## config.mk

```make
export PLATFORM = sky130hd
export DESIGN_NAME = addcmpand_unit
export DESIGN_NICKNAME = d
export VERILOG_FILES = /design/src/rtl/addcmpand_unit_pkg.sv /design/src/rtl/addcmpand_unit_nibble_add4.sv /design/src/rtl/addcmpand_unit.sv
export SDC_FILE = /design/constraint.sdc
export NUM_CORES = 1
export LEC_CHECK = 0
export CORE_MARGIN = 2
export CORE_UTILIZATION = 28
export DETAILED_ROUTE_END_ITERATION = 10
export PLACE_DENSITY = 0.5
export SLEW_MARGIN = 20
export SYNTH_ARGS = -nofsm -noshare
export SYNTH_HDL_FRONTEND = slang
export SYNTH_SLANG_ARGS = --single-unit
```

## constraint.sdc

```tcl
create_clock -name CK -period 4.2 [get_ports CK]
set_clock_uncertainty 0.1 [all_clocks]
set_input_delay 1.05 -clock CK [delete_from_list [all_inputs] [get_ports CK]]
set_output_delay 1.05 -clock CK [all_outputs]
set_load 0.02 [all_outputs]
```

## src/rtl/addcmpand_unit_pkg.sv

```systemverilog
// Shared constants for the add/complement/AND unit.
//   WIDTH   : operand and result width
//   NIB     : bits handled per cycle by the serial adder
//   NNIB    : nibbles per operand (serial add length in cycles)
//   CNT_W   : width of the nibble counter
//   OP_*    : operation encodings presented on the op port
//   IDLE/RUN: control FSM state encodings
package addcmpand_unit_pkg;

  localparam int WIDTH = 16;
  localparam int NIB   = 4;
  localparam int NNIB  = WIDTH / NIB;
  localparam int CNT_W = $clog2(NNIB);

  localparam logic [1:0] OP_ADD = 2'd0;
  localparam logic [1:0] OP_CMP = 2'd1;
  localparam logic [1:0] OP_AND = 2'd2;
  localparam logic [1:0] OP_RSV = 2'd3;

  localparam logic [0:0] IDLE = 1'b0;
  localparam logic [0:0] RUN  = 1'b1;

endpackage

```

## src/rtl/addcmpand_unit_nibble_add4.sv

```systemverilog
// Combinational NIB-bit ripple adder slice shared by ADD and CMP.
//   a, b : nibble operands
//   cin  : carry in
//   sum  : nibble sum
//   cout : carry out of the nibble
module nibble_add4
  import addcmpand_unit_pkg::*;
(
  input  logic [NIB-1:0] a,
  input  logic [NIB-1:0] b,
  input  logic           cin,
  output logic [NIB-1:0] sum,
  output logic           cout
);

  logic [NIB:0] total;

  assign total = {1'b0, a} + {1'b0, b} + {{NIB{1'b0}}, cin};
  assign sum   = total[NIB-1:0];
  assign cout  = total[NIB];

endmodule

```

## src/rtl/addcmpand_unit.sv

```systemverilog
// Multi-cycle 16-bit add / two's-complement / AND unit with start/busy/done
// handshake. ADD and CMP run through one shared nibble adder, LSB nibble
// first, finishing on the fourth edge after accept; AND and the reserved
// op finish on the first edge after accept.
//   CK, RST : clock (rising edge), asynchronous active-high reset
//   start   : request, honoured only while idle
//   op      : 0=ADD, 1=CMP (negate in1), 2=AND, 3=reserved (result 0)
//   in1,in2 : operands, latched at accept
//   out     : result register, holds the last completed result
//   carry   : carry out of the top bit (ADD/CMP), else 0
//   ovf     : signed overflow (ADD/CMP), else 0
//   busy    : operation in flight
//   done    : one-cycle pulse on the edge that updates out/carry/ovf
module addcmpand_unit
  import addcmpand_unit_pkg::*;
(
  input  logic             CK,
  input  logic             RST,
  input  logic             start,
  input  logic [1:0]       op,
  input  logic [WIDTH-1:0] in1,
  input  logic [WIDTH-1:0] in2,
  output logic [WIDTH-1:0] out,
  output logic             carry,
  output logic             ovf,
  output logic             busy,
  output logic             done
);

  logic [0:0]       state;
  logic [CNT_W-1:0] cnt;
  logic [WIDTH-1:0] a_sr;
  logic [WIDTH-1:0] b_sr;
  logic [WIDTH-1:0] acc;
  logic [1:0]       op_q;
  logic             cy;
  logic [NIB-1:0]   nsum;
  logic             ncout;
  logic             last;
  logic [WIDTH-1:0] sum_full;

  nibble_add4 u_add (
    .a    (a_sr[NIB-1:0]),
    .b    (b_sr[NIB-1:0]),
    .cin  (cy),
    .sum  (nsum),
    .cout (ncout)
  );

  assign busy     = (state == RUN);
  assign last     = (cnt == CNT_W'(NNIB - 1));
  // Completed sums enter acc from the top, so after the last nibble the
  // earlier nibbles sit in the upper bits of acc, already in order.
  assign sum_full = {nsum, acc[WIDTH-1:NIB]};

  always_ff @(posedge CK or posedge RST) begin
    if (RST) begin
      state <= IDLE;
      cnt   <= '0;
      a_sr  <= '0;
      b_sr  <= '0;
      acc   <= '0;
      op_q  <= OP_ADD;
      cy    <= 1'b0;
      out   <= '0;
      carry <= 1'b0;
      ovf   <= 1'b0;
      done  <= 1'b0;
    end else begin
      done <= 1'b0;
      case (state)
        IDLE: begin
          if (start) begin
            op_q  <= op;
            cnt   <= '0;
            acc   <= '0;
            state <= RUN;
            // Negation is ~in1 + 0 with the initial carry-in forced to 1.
            if (op == OP_CMP) begin
              a_sr <= ~in1;
              b_sr <= '0;
              cy   <= 1'b1;
            end else begin
              a_sr <= in1;
              b_sr <= in2;
              cy   <= 1'b0;
            end
          end
        end
        RUN: begin
          if (op_q == OP_ADD || op_q == OP_CMP) begin
            a_sr <= a_sr >> NIB;
            b_sr <= b_sr >> NIB;
            acc  <= sum_full;
            cy   <= ncout;
            cnt  <= cnt + CNT_W'(1);
            if (last) begin
              out   <= sum_full;
              carry <= ncout;
              // On the last nibble a_sr/b_sr[NIB-1] are the operand sign bits.
              ovf   <= (a_sr[NIB-1] == b_sr[NIB-1]) && (nsum[NIB-1] != a_sr[NIB-1]);
              done  <= 1'b1;
              state <= IDLE;
            end
          end else begin
            out   <= (op_q == OP_AND) ? (a_sr & b_sr) : '0;
            carry <= 1'b0;
            ovf   <= 1'b0;
            done  <= 1'b1;
            state <= IDLE;
          end
        end
        default: state <= IDLE;
      endcase
    end
  end

endmodule

```

==> impl_results.md, run 1 <==
- PortBufs: 56
- Max VDD drop: approximately 0.00025 V
- Drt wl/cell: roughly 16 um
- Top-count cell post-synth: dfrtp_1
- Post-detailed-placement half-perimeter wirelength: approximately 5.7 mm
- Total CTS buffers: 9
- Total GRT Usage: between 10% and 20%
- Pre-antenna DRT Iters: 8
- First-pass GRT wire length: roughly 14 mm
- Initial antenna violation count: 0
- CP required: roughly 3100 ps
- Worst slew pin tran: 905.0 ps
- Post-route ant nets: 0
- Cell area after synthesis: between 3000 and 4000 um^2
- Post-synth top area share: approximately half
- CP startpoint: busy
- RSZ-0062 raised after global routing: no
- IO Count: between 50 and 60
- CP max stage delay: roughly 700 ps
- Vias in the first global route: ~2.5k
- CTS clk-pin slew, worst paths: about 60 ps
- Cell count after synthesis: about 300
- 1st-iter DRT viols: ~110
- Die Y: ~110 um
- Area leader, netlist: dfrtp_1
- Reg-to-reg endpoint: out[13]
- Worst Hold Path EP: out[0]
- Final hold vios: 0
- Area Growth Syn to Fin: 26.31%
- Final std cells w/o fill: around 500
- Critical Path Fanout Max: 9
- DRC Markers: 3
- Setup CP Type: reg -> out
- Root buf cell: clkbuf_16
- WP data arrival: ~1700 ps
- Fillers: 1190
- Outcome: finished, violations left
- Final wirelength: between 8 and 9 mm
- Hold-critical path depth: 2
- FF+latch area: 1727 um^2
- Initial Util: about 29%
- Placed Instances: just under 500
- Final worst-path cycle share: about two thirds
- Share of post-route cells with drive strength above 1: 10.14%
- Total leakage power: 1.871 nW
- Core Region: 11520 um^2
- CTS tree: built
- Max-Cap Viols: 0
- Std cell rows: 39
- Power Density: roughly 760 nW/um^2
- Setup repair bufs after CTS: 0
- Critical path capture point type: output port
- FF-to-FF setup slack: ~1900 ps
- Mean Syn Cell Area: about 11 um^2
- Syn nets: about 340
- Setup_tns: 0 ps
- Placer Congestion: 0.7223
- ANT cells: 0
- Async set or reset register ratio after synthesis: between 90% and 100%
- Warning count from the yosys run: 0
- Via count: between 2k and 2.5k
- H-tree levels: 3
- Synth top cells by count: dfrtp_1 (69), nand2_1 (52), o21ai_0 (22)
- Hold_sp: acc[4]
- Worst Path Buf+Inv: 1
- Post-synth cell types: just over 40
- R2r worst-path depth: 5
- RR Startpoint: cnt[0]
- Largest delay share family, worst path: buffers and inverters
- Highest Clock Rate: between 300 and 400 MHz
- Top cells by area, synth: dfrtp_1 (52%), nand2_1 (5.9%), a22oi_1 (4.1%), a22o_1 (3.9%), mux2i_1 (3.6%)
- Synthesized flop and latch total: 69
- Drt via density: roughly 4.8
- Largest net degree at the start of global routing: between 70 and 80
- Fin. max-slew vios: 0
- Slowest cell on crit path: clkdlybuf4s50_1
- DIE WIDTH: about 110 um
- Hold_buf cts: 0
- CTS Buffer Depth: 2
- CTS resizes: 0
- Failing checks: design-rule violations
- Setup violators final: 0
- Overflow after GRT: 0
- Multi-input logic area: 1431 um^2
- Worst-path cell chain: clkdlybuf4s50_1
- Clock sinks: between 60 and 70
- EDFF count, synth: 0
- Slew headroom: ~40%
- Post-synthesis sequential area ratio: 51.86%
- Min-delay worst type: reg -> reg
- Period minus WS final: approximately 2800 ps
- CP Launch Type: flip-flop
- Worst-Skew Late Latency: approximately 330 ps
- Top FF cell, synth: dfrtp_1
- Nets: around 390
- Die area: 12780 um^2
==> per-layer routing <==
| metal | GRT usage (%) | up-vias | routed length (um) |
|---|---|---|---|
| li1 | - | 1163 | - |
| met1 | 19.92 | 1134 | 4043 |
| met2 | 20.28 | 65 | 3603 |
| met3 | 3.482 | 5 | 447 |
| met4 | 3.902 | 0 | 58 |
| met5 | 0 | - | 0 |
==> report_power, final <==
part / switching [W] / total (W) / internal [W]
registers: 0.000255 / 0.00121 / 0.000957
logic: 0.000707 / 0.00127 / 0.000561
clock network: 0.000275 / 0.000703 / 0.000429
total: 0.00124 / 0.00318 / 0.00195
==> worst max path at each step <==
| stage | end | cells past startpoint |
|---|---|---|
| final | busy | 1 |
| after global routing | busy | 1 |
| after CTS | busy | 1 |
| after detailed placement | cy | 5 |
| after global placement | cy | 5 |
| after floorplan | a_sr[0] | 1 |
==> cell usage in the layout, fill, tap and decap left out, drive strengths merged <==
| cell type | instances |
|---|---|
| dfrtp | 69 |
| clkdlybuf4s50 | 56 |
| nand2 | 53 |
| o21ai | 35 |
| a22oi | 23 |
| a22o | 15 |
| xnor2 | 13 |
| mux2i | 12 |
| clkbuf | 12 |
| nand3 | 10 |
| xor2 | 6 |
| ha | 5 |
| nand2b | 4 |
| nor2 | 4 |
| a21o | 3 |
| a21oi | 3 |
| and2 | 3 |
| a31oi | 3 |
| clkinv | 3 |
| nor2b | 3 |
| inv | 3 |
| mux2 | 2 |
| fa | 2 |
| buf | 2 |
| and2b | 1 |
| a211oi | 1 |
| and3 | 1 |
| o31ai | 1 |
| nand4 | 1 |
| o221ai | 1 |
| nand4b | 1 |
| a32oi | 1 |
| a311oi | 1 |
| nand3b | 1 |
| clkinvlp | 1 |
==> sequential cells by signal, indices dropped and copies added (netlist names) <==
signal / flops
b_sr: 16
a_sr: 16
done: 1
op_q: 2
cy: 1
acc: 12
cnt: 2
out: 16
busy: 1
carry: 1
ovf: 1
==> cell families (layout without fill, tap and decap cells) <==
logic type | count (synthesis) | after routing | synth area share (%)
flip-flops | 69 | 69 | 51.86
buffers and inverters | 21 | 77 | 5.149
multiplexers | 14 | 14 | 4.284
XOR/XNOR | 19 | 19 | 4.998
AND/OR/NAND/NOR | 82 | 82 | 12.44
adder cells (fa/ha/maj) | 7 | 7 | 3.082
AO/OA/AOI/OAI | 87 | 87 | 18.19
==> per-stage QoR <==
step / instance area [um^2] / hold WS, ps / power (W) / setup slack (ps) / util (%)
floorplan: 3329 / 339.6 / 0.002136 / 1310 / -
global placement: 3926 / 365.2 / 0.002479 / 1335 / 34.09
detailed placement: 3926 / 356.9 / 0.002504 / 1301 / 34.09
CTS: 4205 / 380.0 / 0.003218 / 1352 / 36.52
global route: 4205 / 409.7 / 0.003421 / 1294 / 36.52
finish: 4205 / 375.4 / 0.003183 / 1378 / 36.52
==> layout make-up <==
type                       instances  share of cell area [%]
sequential                        69                   41.06
multi-input combinational        209                   34.04
timing repair buffer              58                   13.69
clock buffer                      12                   6.099
tap                              143                   4.255
clock inverter                     4                  0.5356
inverter                           3                  0.3273
No activity file was read; power rests on OpenSTA's default activity.
==> run 2, diff against run 1 <==
==> constraint.sdc (replaced) <==
create_clock -name CK -period 2.6 [get_ports CK]
set_clock_uncertainty 0.1 [all_clocks]
set_input_delay 0.65 -clock CK [delete_from_list [all_inputs] [get_ports CK]]
set_output_delay 0.65 -clock CK [all_outputs]
set_load 0.02 [all_outputs]
==> run 2 against run 1 <==
Compared with the run above:
- critical path depth increased by 5
- die area unchanged
- first-iteration DRC count increased by 11%
- final cell count increased by 1.0%
- the flow still finishes with violations (design-rule violations)
- non-clock buffer count increased by 5
- clock power increased by 83%
- cell area increased by 2.4%
- sequential share of layout area decreased by 0.94 points
==> impl_results.md, run 2 (synthesized netlist as in run 1, its figures left out) <==
- Root buf cell: clkbuf_16 (unchanged)
- IO Count: 57 (unchanged)
- Slowest cell on crit path: fa_1 (was clkdlybuf4s50_1)
- FF+latch area: 1727 um^2 (unchanged)
- Most frequent cells in the layout: dfrtp_1 (69), clkdlybuf4s50_1 (56), nand2_1 (52) (unchanged)
- Area Growth Syn to Fin: 29.27% (was 26.31%)
- Vias in the first global route: 2434 (was 2489)
- Initial Util: 28.91% (unchanged)
- Initial antenna violation count: 0 (unchanged)
- Clock sinks: 69 (unchanged)
- Overflow after GRT: 0 (unchanged)
- Core Util, Final: 37.38% (was 36.52%)
- DIE WIDTH: 113.0 um (unchanged)
- CP max stage delay: 470 ps (was 700 ps)
- Period minus WS final: ~2100 ps
- Die area: 12780 um^2 (unchanged)
- Final worst setup slack: 475.5 ps (was 1378 ps)
- H-tree levels: 3 (unchanged)
- Total CTS buffers: 9 (unchanged)
- Post-detailed-placement half-perimeter wirelength: 5.724 mm (was 5.697 mm)
- WP data arrival: 2240 ps (was 1670 ps)
- Most common cell after layout, fill and taps aside: dfrtp_1 (unchanged)
- Highest Clock Rate: 470.7 MHz
- Final hold vios: 0 (unchanged)
- CP Launch Type: flip-flop (unchanged)
- Hold_sp: acc[5] (was acc[4])
- Std cell rows: 39 (unchanged)
- Multi-input logic area: 1431 um^2 (unchanged)
- Slew headroom: 73.98% (was 39.58%)
- Total leakage power: 1.917 nW (was 1.871 nW)
- Hold_ws: 378.7 ps (was 375.4 ps)
- CP startpoint: a_sr[0] (was busy)
- Outcome: finished, violations left (unchanged)
- Power consumption: 0.005391 W (was 0.003183 W)
- Setup violators final: 0 (unchanged)
- RSZ-0062 raised after global routing: no (unchanged)
- Share of post-route cells with drive strength above 1: 11.67% (was 10.14%)
- Fin. max-slew vios: 0 (unchanged)
- Power Density: 1253 nW/um^2 (was 757.0 nW/um^2)
- Pre-CTS WS: 339.8 ps (was 1301 ps)
- PortBufs: 56 (unchanged)
- Pre-antenna DRT Iters: 8 (unchanged)
- Total GRT Usage: 13.52% (was 13.71%)
- Critical path capture point type: flip-flop (was output port)
- Largest net degree at the start of global routing: 70 (was 73)
- CTS resizes: 0 (unchanged)
- ANT cells: 0 (unchanged)
- Nets: 399 (was 394)
- Max-Cap Viols: 0 (unchanged)
- First-pass GRT wire length: 13.38 mm (was 13.51 mm)
- DRC Markers: 3 (unchanged)
- CTS Buffer Depth: 2 (unchanged)
- Core Region: 11520 um^2 (unchanged)
- Min-delay worst type: reg -> reg (unchanged)
- RR Startpoint: a_sr[0] (was cnt[0])
- CTS clk-pin slew, worst paths: 60 ps (about the same)
- Fillers: 1159 (was 1190)
- Via count: 2390 (was 2367)
- 1st-iter DRT viols: 127 (was 114)
- CTS tree: built (unchanged)
- Setup CP Type: reg -> reg (was reg -> out)
- Setup_tns: 0 ps (unchanged)
- Setup repair bufs after CTS: 0 (unchanged)
- Critical Path Fanout Max: 3 (was 9)
- Worst slew pin tran: 388.9 ps (was 905.0 ps)
- Placer Congestion: 0.7576 (was 0.7223)
- Largest regs: a_sr (16), b_sr (16), out (16) (unchanged)
- CP required: 2710 ps (was 3050 ps)
- Final worst-path cycle share: 81.71%
- Hold_buf cts: 0 (unchanged)
- Worst-path cell chain: fa_1 -> fa_1 -> a21o_1 -> a21oi_1 -> a211oi_1 -> a21o_1 (was clkdlybuf4s50_1)
- Failing checks: design-rule violations (unchanged)
- Die Y: 113.0 um (unchanged)
- Post-route ant nets: 0 (unchanged)
- Final wirelength: 8.010 mm (was 8.153 mm)
- Drt wl/cell: 15.92 um (was 16.37 um)
- Max VDD drop: 0.0003206 V (was 0.0002547 V)
- Drt via density: 4.751 (was 4.753)
- Worst-Skew Late Latency: 330 ps (about the same)
## run 2: cell type report
| cell class | instances | area share [%] |
|---|---|---|
| well taps | 143 | 4.157 |
| inverters | 3 | 0.3198 |
| clock inverters | 7 | 2.093 |
| flip-flops and latches | 69 | 40.12 |
| repair buffers | 63 | 14.83 |
| multi-input cells | 209 | 33.26 |
| clock buffers | 9 | 5.233 |
## run 2: worst max-delay path: cells and delay by family (launching register included)
kind            cells  cell delay [ps]
flops               1              410
fa+ha+maj           2              890
compound gates      4              610
## run 2: final timing paths
check / to / depth (start not counted) / slack [ps]
max: cy / 6 / 480
min: out[1] / 2 / 380
max reg2reg: cy / 6 / 480
min reg2reg: out[1] / 2 / 380
max in group asynchronous: b_sr[7] / 3 / 1460
min in group asynchronous: cnt[1] / 3 / 610
## run 2: metrics by stage
stage | instances | cell area [um^2]
after CTS | 503 | 4304
after global placement | 487 | 3989
after floorplan | 299 | 3329
after global routing | 503 | 4304
after detailed placement | 487 | 3989
final | 503 | 4304
## run 2: metal layers
metal	part of all wire (%)	routed length (um)	track usage, %
met5	0	0	0
met4	0.85	68	4.146
met3	4.9	393	3.107
met2	43	3454	19.16
met1	51	4094	20.45
## run 2: report_power, final
part | leakage [nW] | switching, W | internal, W | total (W)
clock network | 0.151 | 0.000460 | 0.000834 | 0.00129
registers | 0.897 | 0.000364 | 0.00155 | 0.00191
logic | 0.869 | 0.00120 | 0.000992 | 0.00219
total | 1.92 | 0.00202 | 0.00337 | 0.00539
==> run 3, diff against run 2 <==
--- a/config.mk
+++ b/config.mk
@@ -8,7 +8,7 @@
 export CORE_MARGIN = 2
 export CORE_UTILIZATION = 28
 export DETAILED_ROUTE_END_ITERATION = 10
-export PLACE_DENSITY = 0.5
+export PLACE_DENSITY = 0.51
 export SLEW_MARGIN = 20
 export SYNTH_ARGS = -nofsm -noshare
 export SYNTH_HDL_FRONTEND = slang
==> constraint.sdc (replaced) <==
create_clock -name CK -period 1.9 [get_ports CK]
set_clock_uncertainty 0.1 [all_clocks]
set_input_delay 0.475 -clock CK [delete_from_list [all_inputs] [get_ports CK]]
set_output_delay 0.475 -clock CK [all_outputs]
set_load 0.02 [all_outputs]
==> run 3 against run 2 <==
Compared with the run above:
- power up 39%
- final cell count grew 2.4%
- highest routed layer unchanged
- cell area is 3.8% higher
- critical path depth did not move
- sequential share of layout area shrank 1.5 points
- fmax up 9.3%
- flip-flop and latch count unchanged
- clock-buffer cell count is 2 higher
- wire length up 3.5%
- register-to-register slack worse by 520 ps
- first-iteration DRC count decreased by 28%
- the flow finishes with violations (negative setup slack)
==> impl_results.md, run 3 (synthesized netlist as in run 1, its figures left out) <==
- Post-route ant nets: 0 (unchanged)
- Total CTS buffers: 9 (unchanged)
- FF+latch area: 1727 um^2 (unchanged)
- Area Growth Syn to Fin: 34.20% (was 29.27%)
- Initial Util: 28.91% (unchanged)
- Slowest cell on crit path: fa_2 (was fa_1)
- Final worst setup slack: -43.24 ps (was 475.5 ps)
- CTS clk-pin slew, worst paths: 50 ps (was 60 ps)
- Setup violators final: 1 (was 0)
- Share of post-route cells with drive strength above 1: 15.32% (was 11.67%)
- Vias in the first global route: 2472 (was 2434)
- Critical path capture point type: flip-flop (unchanged)
- Setup CP Type: reg -> reg (unchanged)
- Most common cell after layout, fill and taps aside: dfrtp_1 (unchanged)
- Multi-input logic area: 1444 um^2 (was 1431 um^2)
- Hold_buf cts: 0 (unchanged)
- Clock sinks: 69 (unchanged)
- CP max stage delay: 410 ps (was 470 ps)
- Highest Clock Rate: 514.6 MHz (was 470.7 MHz)
- Drt wl/cell: 16.10 um (was 15.92 um)
- CP Launch Type: flip-flop (unchanged)
- Total leakage power: 2.229 nW (was 1.917 nW)
- ANT cells: 0 (unchanged)
- Post-DP Area: 4138 um^2 (was 3989 um^2)
- WP data arrival: 2060 ps (was 2240 ps)
- Overflow after GRT: 0 (unchanged)
- Largest regs: a_sr (16), b_sr (16), out (16) (unchanged)
- Min-delay worst type: reg -> reg (unchanged)
- Failing checks: negative setup slack (was design-rule violations)
- CP required: 2020 ps (was 2710 ps)
- Fin. max-slew vios: 0 (unchanged)
- Pre-CTS WS: -75.45 ps (was 339.8 ps)
- CTS tree: built (unchanged)
- Std cell rows: 39 (unchanged)
- Most frequent cells in the layout: dfrtp_1 (69), nand2_1 (52), clkdlybuf4s50_1 (41) (was dfrtp_1 (69), clkdlybuf4s50_1 (56), nand2_1 (52))
- Worst-path cell chain: fa_2 -> fa_2 -> a21o_1 -> a21oi_2 -> a211oi_1 -> a21o_1 (was fa_1 -> fa_1 -> a21o_1 -> a21oi_1 -> a211oi_1 -> a21o_1)
- Fillers: 1150 (was 1159)
- 1st-iter DRT viols: 91 (was 127)
- Critical Path Fanout Max: 2 (was 3)
- RSZ-0062 raised after global routing: yes (was no)
- Largest net degree at the start of global routing: 70 (unchanged)
- Nets: 411 (was 399)
- Initial antenna violation count: 0 (unchanged)
- IO Count: 57 (unchanged)
- Power Density: 1683 nW/um^2 (was 1253 nW/um^2)
- Outcome: finished, violations left (unchanged)
- Worst slew pin tran: 391.3 ps (was 388.9 ps)
- Max VDD drop: 0.0005423 V (was 0.0003206 V)
- Total GRT Usage: 13.76% (was 13.52%)
- CTS Buffer Depth: 2 (unchanged)
- Via count: 2416 (was 2390)
- Final worst-path cycle share: 102.3% (was 81.71%)
- H-tree levels: 3 (unchanged)
- Root buf cell: clkbuf_16 (unchanged)
- Die area: 12780 um^2 (unchanged)
- Worst-Skew Late Latency: 330 ps (about the same)
- Final hold vios: 0 (unchanged)
- Drt via density: 4.691 (was 4.751)
- Die Y: 113.0 um (unchanged)
- Pre-antenna DRT Iters: 4 (was 8)
- Final wirelength: 8.292 mm (was 8.010 mm)
- Post-detailed-placement half-perimeter wirelength: 6.064 mm (was 5.724 mm)
- DIE WIDTH: 113.0 um (unchanged)
- DRC Markers: 0 (was 3)
- Placer Congestion: 0.7701 (was 0.7576)
- First-pass GRT wire length: 13.52 mm (was 13.38 mm)
- Core Region: 11520 um^2 (unchanged)
- Post-route cell area: 4468 um^2 (was 4304 um^2)
- Period minus WS final: 1943 ps (was 2124 ps)
- Slew headroom: 73.91% (was 73.98%)
- PortBufs: 56 (unchanged)
- Max-Cap Viols: 0 (unchanged)
## run 3: changes by cell type in the layout (fill, tap and decap cells not counted), moves of 2 or more
cell	change
clkdlybuf4s50_1	-15
dlymetal6s2s_1	+13
buf_4	+8
buf_12	+4
dlygate4sd2_1	+2
fa_1	-2
fa_2	+2
## run 3: layout make-up
type	instances	area share, %
clock buffer	11	5.433
clock inverter	5	1.120
inverter	3	0.3920
multi-input combinational	209	32.32
sequential	69	38.64
tap	143	4.004
timing repair buffer	75	18.09
## run 3: final timing paths
check	start	to	slack, ps	cells past startpoint
max	a_sr[0]	cy	-40	6
min	out[13]	out[13]	380	2
max in group asynchronous	RST	a_sr[7]	890	3
max reg2reg	a_sr[0]	cy	-40	6
min reg2reg	out[13]	out[13]	380	2
min in group asynchronous	RST	acc[11]	480	3
## run 3: routing by layer
metal,track usage (%),share of wire (%),wire length (um),up-vias
met5,0,0,0,-
met4,3.902,0.75,62,0
met3,4.071,4.4,368,5
met2,20.08,44,3674,63
met1,19.87,50,4186,1156
li1,-,-,-,1192
## run 3: where the power goes
group | switching (W) | internal (W)
Combinational | 0.00171 | 0.00154
Clock | 0.000599 | 0.00104
Sequential | 0.000513 | 0.00212
## run 3: worst max-delay path, delay by kind of cell, from the launching register on
kind | cells | cell delay (ps)
adders and majority gates | 2 | 760
DFF | 1 | 400
AOI/OAI and AO/OA | 4 | 570
## run 3: what timing repair did
| item | 4_1_cts | 5_1_grt |
|---|---|---|
| setup buffers | 0 | 0 |
| pin swaps | 2 | 3 |
| setup endpoints to repair | 4 | 18 |
| resized for setup | 3 | 15 |
## run 3: stage by stage
stage / std cells / hold slack, ps / TNS (ps) / util [%] / total power [W]
6_report: 515 / 378.3 / -43.24 / 38.80 / 0.007519
3_5_place_dp: 499 / 366.1 / -119.3 / 35.93 / 0.005948
4_1_cts: 515 / 385.1 / -42.21 / 38.48 / 0.007615
3_3_place_gp: 499 / 372.8 / -27.74 / 35.93 / 0.005894
5_1_grt: 515 / 412.2 / -223.4 / 38.80 / 0.008030
2_1_floorplan: 299 / 339.6 / 0 / - / 0.004734
